File: config.mk
export PLATFORM = sky130hd
export DESIGN_NAME = nvdla_glb_intr_coalesce
export DESIGN_NICKNAME = d
export VERILOG_FILES = /design/src/rtl/nvdla_glb_intr_coalesce.sv
export SDC_FILE = /design/constraint.sdc
export NUM_CORES = 1
export LEC_CHECK = 0
export BUFFER_PORTS_ARGS = -buffer_cell sky130_fd_sc_hd__buf_2
export CAP_MARGIN = 20
export CORE_MARGIN = 3
export CORE_UTILIZATION = 60
export DETAILED_ROUTE_END_ITERATION = 6
export PLACE_DENSITY = 0.87
export SYNTH_ARGS = -nofsm -noshare
export SYNTH_HDL_FRONTEND = slang
export SYNTH_SLANG_ARGS = --single-unit
File: constraint.sdc
create_clock -name nvdla_core_clk -period 9.3 [get_ports nvdla_core_clk]
set_input_delay 1.395 -clock nvdla_core_clk [delete_from_list [all_inputs] [get_ports nvdla_core_clk]]
set_output_delay 1.395 -clock nvdla_core_clk [all_outputs]
set_load 0.05 [all_outputs]
File: src/rtl/nvdla_glb_intr_coalesce.sv
// Global interrupt controller: per-source done-pulse status capture, masking,
// software set/clear via a register port, and count/timeout interrupt coalescing.
module nvdla_glb_intr_coalesce #(
  parameter int NUM_SRC = 8,
  parameter int ADDR_W  = 4,
  parameter int CNT_W   = 8,
  parameter int TMR_W   = 16
) (
  input  logic                   nvdla_core_clk,
  input  logic                   nvdla_core_rstn,
  input  logic [2*NUM_SRC-1:0]   src_done_intr_pd,
  input  logic                   req_pvld,
  output logic                   req_prdy,
  input  logic [ADDR_W-1:0]      req_addr,
  input  logic [31:0]            req_wdat,
  input  logic                   req_write,
  input  logic                   req_nposted,
  output logic                   resp_valid,
  output logic [33:0]            resp_pd,
  output logic                   core_intr
);

  localparam int SW    = 2 * NUM_SRC;
  localparam int IW    = $clog2(SW + 1);
  localparam int SUM_W = ((CNT_W > IW) ? CNT_W : IW) + 1;

  localparam logic [ADDR_W-1:0] A_MASK     = ADDR_W'(0);
  localparam logic [ADDR_W-1:0] A_SET      = ADDR_W'(1);
  localparam logic [ADDR_W-1:0] A_STATUS   = ADDR_W'(2);
  localparam logic [ADDR_W-1:0] A_COALESCE = ADDR_W'(3);
  localparam logic [ADDR_W-1:0] A_EVCNT    = ADDR_W'(4);

  localparam logic [CNT_W-1:0] CNT_MAX = {CNT_W{1'b1}};
  localparam logic [TMR_W-1:0] TMR_MAX = {TMR_W{1'b1}};

  logic [SW-1:0]    status_q, status_d;
  logic [SW-1:0]    mask_q, mask_d;
  logic [CNT_W-1:0] thresh_q, thresh_d;
  logic [TMR_W-1:0] tmo_q, tmo_d;
  logic [CNT_W-1:0] evcnt_q, evcnt_d;
  logic [TMR_W-1:0] timer_q, timer_d;
  logic             intr_q, intr_d;
  logic             resp_valid_q, resp_valid_d;
  logic [33:0]      resp_pd_q, resp_pd_d;

  logic             acc, wr;
  logic [SW-1:0]    sw_set, w1c_clear, new_evt;
  logic             pend, thr_hit, tmo_hit;
  logic [IW-1:0]    inc;
  logic [SUM_W-1:0] ev_sum;
  logic [31:0]      rdata;
  logic             err;

  function automatic logic [IW-1:0] popcount(input logic [SW-1:0] v);
    logic [IW-1:0] n;
    n = '0;
    for (int i = 0; i < SW; i++) n = n + IW'(v[i]);
    return n;
  endfunction

  assign req_prdy = 1'b1;
  assign acc      = req_pvld & req_prdy;
  assign wr       = acc & req_write;

  assign pend    = |(status_q & ~mask_q);
  // Only freshly arriving, unmasked events count; re-pulsing a set bit or unmasking does not.
  assign new_evt = src_done_intr_pd & ~mask_q & ~status_q;
  assign inc     = popcount(new_evt);
  assign ev_sum  = SUM_W'(pend ? evcnt_q : '0) + SUM_W'(inc);

  assign thr_hit = (thresh_q == '0) || (evcnt_q >= thresh_q);
  assign tmo_hit = (tmo_q != '0) && (timer_q >= tmo_q);

  // NOTE: every always_comb output gets a default first so no path leaves it unassigned (no latches).
  always_comb begin
    sw_set    = '0;
    w1c_clear = '0;
    mask_d    = mask_q;
    thresh_d  = thresh_q;
    tmo_d     = tmo_q;
    if (wr) begin
      case (req_addr)
        A_MASK:     mask_d    = req_wdat[SW-1:0];
        A_SET:      sw_set    = req_wdat[SW-1:0];
        A_STATUS:   w1c_clear = req_wdat[SW-1:0];
        A_COALESCE: begin
          thresh_d = req_wdat[CNT_W-1:0];
          tmo_d    = req_wdat[16 +: TMR_W];
        end
        default: ;
      endcase
    end

    status_d = (status_q & ~w1c_clear) | src_done_intr_pd | sw_set;
    evcnt_d  = (ev_sum > SUM_W'(CNT_MAX)) ? CNT_MAX : ev_sum[CNT_W-1:0];
    timer_d  = !pend ? '0 : ((timer_q == TMR_MAX) ? TMR_MAX : timer_q + TMR_W'(1));
    // Once raised, the interrupt is held for as long as anything unmasked is pending.
    intr_d   = pend && (intr_q || thr_hit || tmo_hit);
  end

  always_comb begin
    rdata = '0;
    err   = 1'b0;
    case (req_addr)
      A_MASK:     rdata[SW-1:0] = mask_q;
      A_SET:      rdata         = '0;
      A_STATUS:   rdata[SW-1:0] = status_q;
      A_COALESCE: begin
        rdata[CNT_W-1:0]   = thresh_q;
        rdata[16 +: TMR_W] = tmo_q;
      end
      A_EVCNT:    rdata[CNT_W-1:0] = evcnt_q;
      default:    err = 1'b1;
    endcase

    resp_valid_d = acc && (!req_write || req_nposted);
    resp_pd_d    = resp_valid_d ? {err, req_write, (req_write ? 32'h0 : rdata)} : '0;
  end

  // NOTE: sequential state uses non-blocking assignments so all registers update together at the edge.
  always_ff @(posedge nvdla_core_clk or negedge nvdla_core_rstn) begin
    if (!nvdla_core_rstn) begin
      status_q     <= '0;
      mask_q       <= '0;
      thresh_q     <= '0;
      tmo_q        <= '0;
      evcnt_q      <= '0;
      timer_q      <= '0;
      intr_q       <= 1'b0;
      resp_valid_q <= 1'b0;
      resp_pd_q    <= '0;
    end else begin
      status_q     <= status_d;
      mask_q       <= mask_d;
      thresh_q     <= thresh_d;
      tmo_q        <= tmo_d;
      evcnt_q      <= evcnt_d;
      timer_q      <= timer_d;
      intr_q       <= intr_d;
      resp_valid_q <= resp_valid_d;
      resp_pd_q    <= resp_pd_d;
    end
  end

  assign resp_valid = resp_valid_q;
  assign resp_pd    = resp_pd_q;
  assign core_intr  = intr_q;

endmodule
# Word-level counts from Yosys, hierarchy flattened
# Index checks and enable logic that the tools add are counted.
# classes
div_mod_pow,0
muxes,14
n_reduce_logical,15
n_addsub,17
eq_ne,5
magnitude_cmp,3
n_shift,0
n_bitwise,10
multipliers,0
# op_table
cell,count
16-bit 2-to-1 mux,7
16-bit bitwise AND,4
5-bit by 1-bit adder with 5-bit output,11
16-bit NOT,3
34-bit 2-to-1 mux,1
32-bit 2-to-1 mux,1
16-bit OR,2
8-bit one-hot mux with 4 select lines,1
"16-bit by 1-bit adder with 16-bit output, second input constant",1
"16-bit equality test, second input constant",1
16-bit >= comparator,1
8-bit 2-to-1 mux,2
8-bit one-hot mux with 2 select lines,1
16-bit nonzero test,1
16-bit OR reduction,1
8-bit by 5-bit adder with 9-bit output,1
"9-bit by 8-bit > comparator with 1-bit output, second input constant",1
"4-bit by 2-bit equality test with 1-bit output, second input constant",2
8-bit >= comparator,1
8-bit zero test,1
4-bit by 1-bit adder with 5-bit output,1
5-bit OR reduction,1
3-bit by 1-bit adder with 4-bit output,1
"4-bit by 1-bit equality test with 1-bit output, second input constant",1
other kinds (10),16
# word_totals
input_bits,57
ff_bits,116
rom_bits,0
latchBits,0
mem_bits_rw,0
out_inout_bits,37
memories,0

# Depth between registers and ports, before layout
# Gate-level depths: netlist of run 1.
# depth
ltp_word,21
depth_mapped,17
mapped_depth_nobuf,17

# Worst setup path before layout of run 1
# No wires, ideal clock.
# synth_timing
path_type,input to register
start,in src_done_intr_pd[7]
end,reg evcnt_q[2]
stages,15
path_slack_ns,3.876
arrival_ns,5.341
n_path_buf,0
setup_time_ns,0.083
cell_sequence,nor3b_1 fa_1 inv_1 fa_1 fa_1 inv_1 fa_1 fa_1 inv_1 fa_1 nor2b_1 o21ai_0 a21bo_2 a2111o_1 o21ai_0
# synth_between
elab_chain_len,14
# synth_rtl
item,line_no,text
"start, declared",11,"input logic [2*NUM_SRC-1:0] src_done_intr_pd,"
16-bit bitwise AND (*) (2 in series),67,assign new_evt = src_done_intr_pd & ~mask_q & ~status_q;
5-bit by 1-bit adder with 5-bit output (*) (9 in series),57,for (int i = 0; i < SW; i++) n = n + IW'(v[i]);
8-bit by 5-bit adder with 9-bit output (*),69,assign ev_sum = SUM_W'(pend ? evcnt_q : '0) + SUM_W'(inc);
9-bit by 8-bit > comparator with 1-bit output,95,evcnt_d = (ev_sum > SUM_W'(CNT_MAX)) ? CNT_MAX : ev_sum[CNT_W-1:0];
8-bit 2-to-1 mux (*),95,
named net evcnt_d[2],40,"logic [CNT_W-1:0] evcnt_q, evcnt_d;"
"end signal, assigned",137,evcnt_q <= evcnt_d;
"end, declared",40,
# The timed path passes the listed nets; every way through them passes the cells marked *.
# A chain may end at the register's enable or synchronous reset.

# Worst setup path in the final report of run 1
# layout_timing
start,in src_done_intr_pd[9]
end,reg evcnt_q[2]
# layout_between
elab_chain_len,12
# layout_rtl
item,line_no
16-bit bitwise AND (*) (2 in series),67
5-bit by 1-bit adder with 5-bit output (*) (7 in series),57
8-bit by 5-bit adder with 9-bit output (*),69
9-bit by 8-bit > comparator with 1-bit output,95
8-bit 2-to-1 mux (*),95
named net evcnt_d[2],40
# Marked as above.

==> results of run 1 <==
[layout by cell type, fill, tap and decap left out, drive strengths merged, types with 3 or more instances in the layout]
cell type / Yosys / routed
dfrtp: 116 / 116
buf: 11 / 97
nand2: 69 / 69
inv: 55 / 55
ha: 33 / 33
o21ai: 31 / 31
a21oi: 29 / 29
nor2: 28 / 28
clkbuf: 12 / 24
nand2b: 20 / 20
nor3: 19 / 19
mux2: 18 / 18
a221o: 16 / 16
fa: 12 / 12
nor3b: 10 / 10
nor4: 10 / 10
nand3: 9 / 9
a22oi: 8 / 8
a222oi: 8 / 8
nor2b: 8 / 8
xor2: 6 / 6
a211oi: 6 / 6
o2111ai: 5 / 5
nand4: 5 / 5
xnor2: 5 / 5
a21o: 4 / 4
and4: 3 / 3
mux2i: 3 / 3
o211ai: 3 / 3
[stage by stage]
| stage | util, % | cell area, um2 | worst slack [ps] | total power, mW |
|---|---|---|---|---|
| 2_1_floorplan | - | 6060 | 3880 | 0.792 |
| 3_3_place_gp | 67.5 | 6600 | 3580 | 0.867 |
| 3_5_place_dp | 67.5 | 6600 | 3430 | 0.890 |
| 4_1_cts | 73.3 | 7160 | 3870 | 1.52 |
| 5_1_grt | 73.3 | 7160 | 3640 | 1.59 |
| 6_report | 73.3 | 7160 | 3840 | 1.53 |
[power by group]
group,switching [mW],internal (mW)
clock network,0.213,0.410
registers,0.0591,0.564
logic,0.167,0.115
total,0.439,1.09
[kinds of logic after synthesis]
family | share of synthesized area, %
and+or+nand+nor | 16.4
adders and majority gates | 10.8
buffers and inverters | 5.53
DFF | 47.9
other | 0.0619
muxes | 3.84
xor gates and xnor gates | 1.59
AOI/OAI and AO/OA | 13.9
[final cells by class]
class	count	area (um2)
Sequential cell	116	2900
Multi-Input combinational cell	389	2820
Fill cell	618	2610
Timing Repair Buffer	97	500
Clock buffer	24	490
Inverter	55	206
Tap cell	133	166
Clock inverter	4	72.6
[layer usage]
metal  wire length [um]  track usage, %  part of all wire, %
met1               6320            38.3                   39
met4                561            13.9                  3.5
met5                  0               0                    0
met2               7920            48.9                   49
met3               1430            7.23                  8.8
[flip-flops by register name, summed over array words and instances, names as in the netlist]
| register | flops |
|---|---|
| mask_q | 16 |
| status_q | 16 |
| timer_q | 16 |
| thresh_q | 8 |
| core_intr | 1 |
| evcnt_q | 8 |
| resp_pd | 34 |
| tmo_q | 16 |
| resp_valid | 1 |
[path summary, 6_finish.rpt]
path | to | from | slack [ps]
max | evcnt_q[2]$_DFF_PN0_ | src_done_intr_pd[9] | 3840
min | timer_q[0]$_DFF_PN0_ | timer_q[0]$_DFF_PN0_ | 520
max reg2reg | evcnt_q[2]$_DFF_PN0_ | status_q[2]$_DFF_PN0_ | 3940
min reg2reg | timer_q[0]$_DFF_PN0_ | timer_q[0]$_DFF_PN0_ | 520
max in group asynchronous | timer_q[4]$_DFF_PN0_ | nvdla_core_rstn | 7150
min in group asynchronous | resp_pd[30]$_DFF_PN0_ | nvdla_core_rstn | 920
==> flow_summary.toml, run 1 <==
[logic_synthesis]
yosys.area.top_type_share_pct = 47.9
synth-seq-cells = 116
synth_edf_count = 0
yosysSeqAreaShare_pct = 47.9
synthDistinctLibCells = 52
synth_commonest_cells = "116 x dfrtp_1, 69 x nand2_1, 55 x inv_1, 33 x ha_1, 31 x o21ai_0"
syn-mean-instance-area_um2 = 10.4
yosysWarnings = 0
synth_top_area_cell = "dfrtp_1"
yosys_most_used_dff = "dfrtp_1"
syn_inst = 583
syn-cell-area_um2 = 6060
synthTopCellsByArea = "dfrtp_1 48%, ha_1 6.8%, nand2_1 4.3%"
async_flop_share_pct = 100
yosysMostFrequentCell = "dfrtp_1"
synth_nets = 685

[power]
power_density_nw_per_um2 = 213
ir_drop_uv = 144
leakagePower_nw = 3.42

[placed_design]
port-buffer-count = 92
dp_hpwl_um = 10900
gp_congestion = 0.916
post-place-cells = 790

[timing]
period_minus_slack_ps = 5460
max_freq_mhz = 183
drv_slew = 0
whs_ps = 518
skew_ps = 6.26
rsz0062_at_grt = "no"
hold_viol = 0
slew_headroom_pct = 29.0
fin_setup_tns_ps = 0
worst_pin_slew_ps = 1060
period_share_pct = 58.8
setup_viol = 0

[final_layout]
final_cells = 818
layout-drive-gt1-share_pct = 21.9
synthToLayoutAreaGrowth_pct = 18.2
nets = 778
antennaDiodeCount = 0

[drt]
vias = 5098
wl_um = 16200
wl_per_cell_um = 19.8
route.detailed.drc = 0
drt_iter0_drc = 478
drtPass1Iterations = 5
detail-route-antenna-nets = 0
via_per_inst = 6.23

[floorplan]
die_w_um = 106
die-area_um2 = 11300
row_count = 36
start_util_pct = 62.0
core-area_um2 = 9770
boundaryPins = 94
dieHeight_um = 106

[critical_path]
critPathKind = "in2reg"
cp.arrival_ps = 5890
required_ps = 9730
worst_path_max_delay_cell = "fa_1"
cp_max_fo = 5
path_delay_family = "adder cells"
slowest_delay_ps = 570
worstSetupEndpointType = "flip-flop"
cpMostUsedCell = "fa_1"
cp_cell_sequence = "buf_2 > nor3b_1 > fa_1 > inv_1 > fa_1 > fa_1 > inv_1 > fa_1 > fa_1 > inv_1 > fa_1 > nor2b_1 > o21ai_0 > a21bo_2 > a2111o_1 > o21ai_0"
r2r_cells = 17
cp.depth = 16
path_buf_inv = 4
start_kind = "input pin"

[clock_tree]
clockRootBuffer = "clkbuf_8"
clockBufferDepth = 2
h-tree-depth = 4
cts_setup_buffers = 0
ctsResizeCount = 0
hold_buffers = 0
path_clk_slew_ps = 60
insertion_delay_ps = 520
cts_tree = "built"
numCtsBuffers = 17
clock-sinks = 116

[min_path]
holdCritPathClass = "reg2reg"
min_path_cells = 1

[global_route]
grt_pass1_wl_um = 26300
grt_max_degree = 61
antenna_found_initial = 0
grt-ovfl-total = 0
grt_pass1_vias = 5234
grtUsageTotal_pct = 30.1

[run_status]
status = "complete, no violations"

[run]
max_cap_viol_count = 0
No activity file was read; power rests on OpenSTA's default activity.
==> run 2: changes to the inputs <==
- CORE_UTILIZATION: 60 -> 57
- PLACE_DENSITY: 0.87 -> 0.83
- clock period: 9.3 -> 5.4 ns (I/O delays scaled with it)
==> flow_summary.toml, run 2 (same netlist as run 1, synthesis figures left out) <==
[run_status]
status = "complete, no violations"

[global_route]
grt-ovfl-total = 0
grt_max_degree = 75
grt_pass1_vias = 4836
grtUsageTotal_pct = 26.6
antenna_found_initial = 0
grt_pass1_wl_um = 24100

[floorplan]
boundaryPins = 94
die-area_um2 = 11900
core-area_um2 = 10300
start_util_pct = 58.7
die_w_um = 109
dieHeight_um = 109
row_count = 37

[timing]
slew_headroom_pct = 28.7
drv_slew = 0
fin_setup_tns_ps = 0
period_minus_slack_ps = 4950
rsz0062_at_grt = "no"
skew_ps = 6.12
setup_viol = 0
hold_viol = 0
max_freq_mhz = 202
period_share_pct = 91.6
worst_pin_slew_ps = 1060

[critical_path]
start_kind = "flip-flop"
rr_startpoint = "status_q[7]$_DFF_PN0_"
cpMostUsedCell = "fa_1"
slowest_delay_ps = 570
worstSetupEndpointType = "flip-flop"
cp_max_fo = 5
r2r_cells = 15
r2r-end = "evcnt_q[4]$_DFF_PN0_"
critPathKind = "reg2reg"
cp.arrival_ps = 5390
r2r_setup_slack_ps = 450
required_ps = 5840
cp_cell_sequence = "nor3b_1 > fa_1 > inv_1 > fa_1 > fa_1 > inv_1 > fa_1 > fa_1 > inv_1 > fa_1 > nor2b_1 > o21ai_0 > a21bo_2 > a2111o_1 > o21ai_0"
worst_path_max_delay_cell = "fa_1"

[final_layout]
synthToLayoutAreaGrowth_pct = 19.2
largest_reg_flops = 34
n_fill_cell = 706
layout-drive-gt1-share_pct = 22.8
nets = 779
final_common_cell = "dfrtp_1"
layout_common_cells = "116 x dfrtp_1, 91 x buf_2, 69 x nand2_1, 55 x inv_1, 33 x ha_1"
antennaDiodeCount = 0
final_cells = 826

[clock_tree]
numCtsBuffers = 17
hold_buffers = 0
h-tree-depth = 4
clockRootBuffer = "clkbuf_8"
path_clk_slew_ps = 60
cts_tree = "built"
cts_setup_buffers = 0
clock-sinks = 116
insertion_delay_ps = 530
clockBufferDepth = 2
ctsResizeCount = 0

[placed_design]
gp_congestion = 0.901
port-buffer-count = 92
dp_hpwl_um = 10500
post-place-cells = 793

[drt]
drtPass1Iterations = 7
wl_per_cell_um = 18.2
route.detailed.drc = 0
detail-route-antenna-nets = 0
vias = 4896
drt_iter0_drc = 456
via_per_inst = 5.93
wl_um = 15000

[power]
power_mw = 2.67
leakagePower_nw = 3.44
ir_drop_uv = 190
power_density_nw_per_um2 = 370

[min_path]
holdCritPathClass = "in2async"

[run]
max_cap_viol_count = 0
run 2: cell count changes in the layout (fill, tap and decap cells not counted), sizes merged:
cell,delta
bufinv,+1
clkinv,+4
clkinvlp,+1
inv,+4
clkbuf,-6
buf,+1
run 2: worst max-delay path, delay by kind of cell (launching register included):
kind / cells / cell delay [ps]
compound gates: 4 / 1020
fa+ha+maj: 6 / 2670
buf+inv: 3 / 240
flops: 1 / 430
simple gates: 2 / 490
run 2: stage by stage:
stage	util (%)	hold slack, ps	worst slack [ps]	instance area (um2)
2_1_floorplan	-	463	561	6060
3_3_place_gp	63.9	483	269	6600
3_5_place_dp	63.9	521	172	6600
4_1_cts	69.8	439	497	7210
5_1_grt	69.9	486	27.4	7220
6_report	69.9	415	453	7220
run 2: cell type report:
cell class / count / area (um2) / share of cell area [%]
timing repair buffer: 98 / 515 / 7.14
clock inverter: 14 / 176 / 2.44
clock buffer: 18 / 428 / 5.93
inverter: 55 / 206 / 2.86
multi-input combinational: 389 / 2820 / 39.1
sequential: 116 / 2900 / 40.2
tap: 136 / 170 / 2.36
run 2: power breakdown:
part           total (mW)  switching, mW  internal (mW)
Clock                1.14          0.418          0.720
Sequential           1.07          0.100          0.970
Combinational       0.464          0.269          0.195
Total                2.67          0.787           1.89
run 2: routing by layer:
metal	GRT usage (%)	routed length, um	vias to the layer above
li1	-	-	2245
met1	35.3	6200	2408
met2	42.8	7530	206
met3	6.16	951	37
met4	10.1	353	0
met5	0	0	-
run 2: how the worst max path moves through the flow:
stage,from,to,slack (ps)
after floorplan,src_done_intr_pd[7],evcnt_q[2]$_DFF_PN0_,560
after global placement,src_done_intr_pd[5],evcnt_q[4]$_DFF_PN0_,270
after detailed placement,src_done_intr_pd[7],evcnt_q[2]$_DFF_PN0_,170
after CTS,status_q[7]$_DFF_PN0_,evcnt_q[4]$_DFF_PN0_,500
after global routing,status_q[7]$_DFF_PN0_,evcnt_q[6]$_DFF_PN0_,30
final,status_q[7]$_DFF_PN0_,evcnt_q[4]$_DFF_PN0_,450
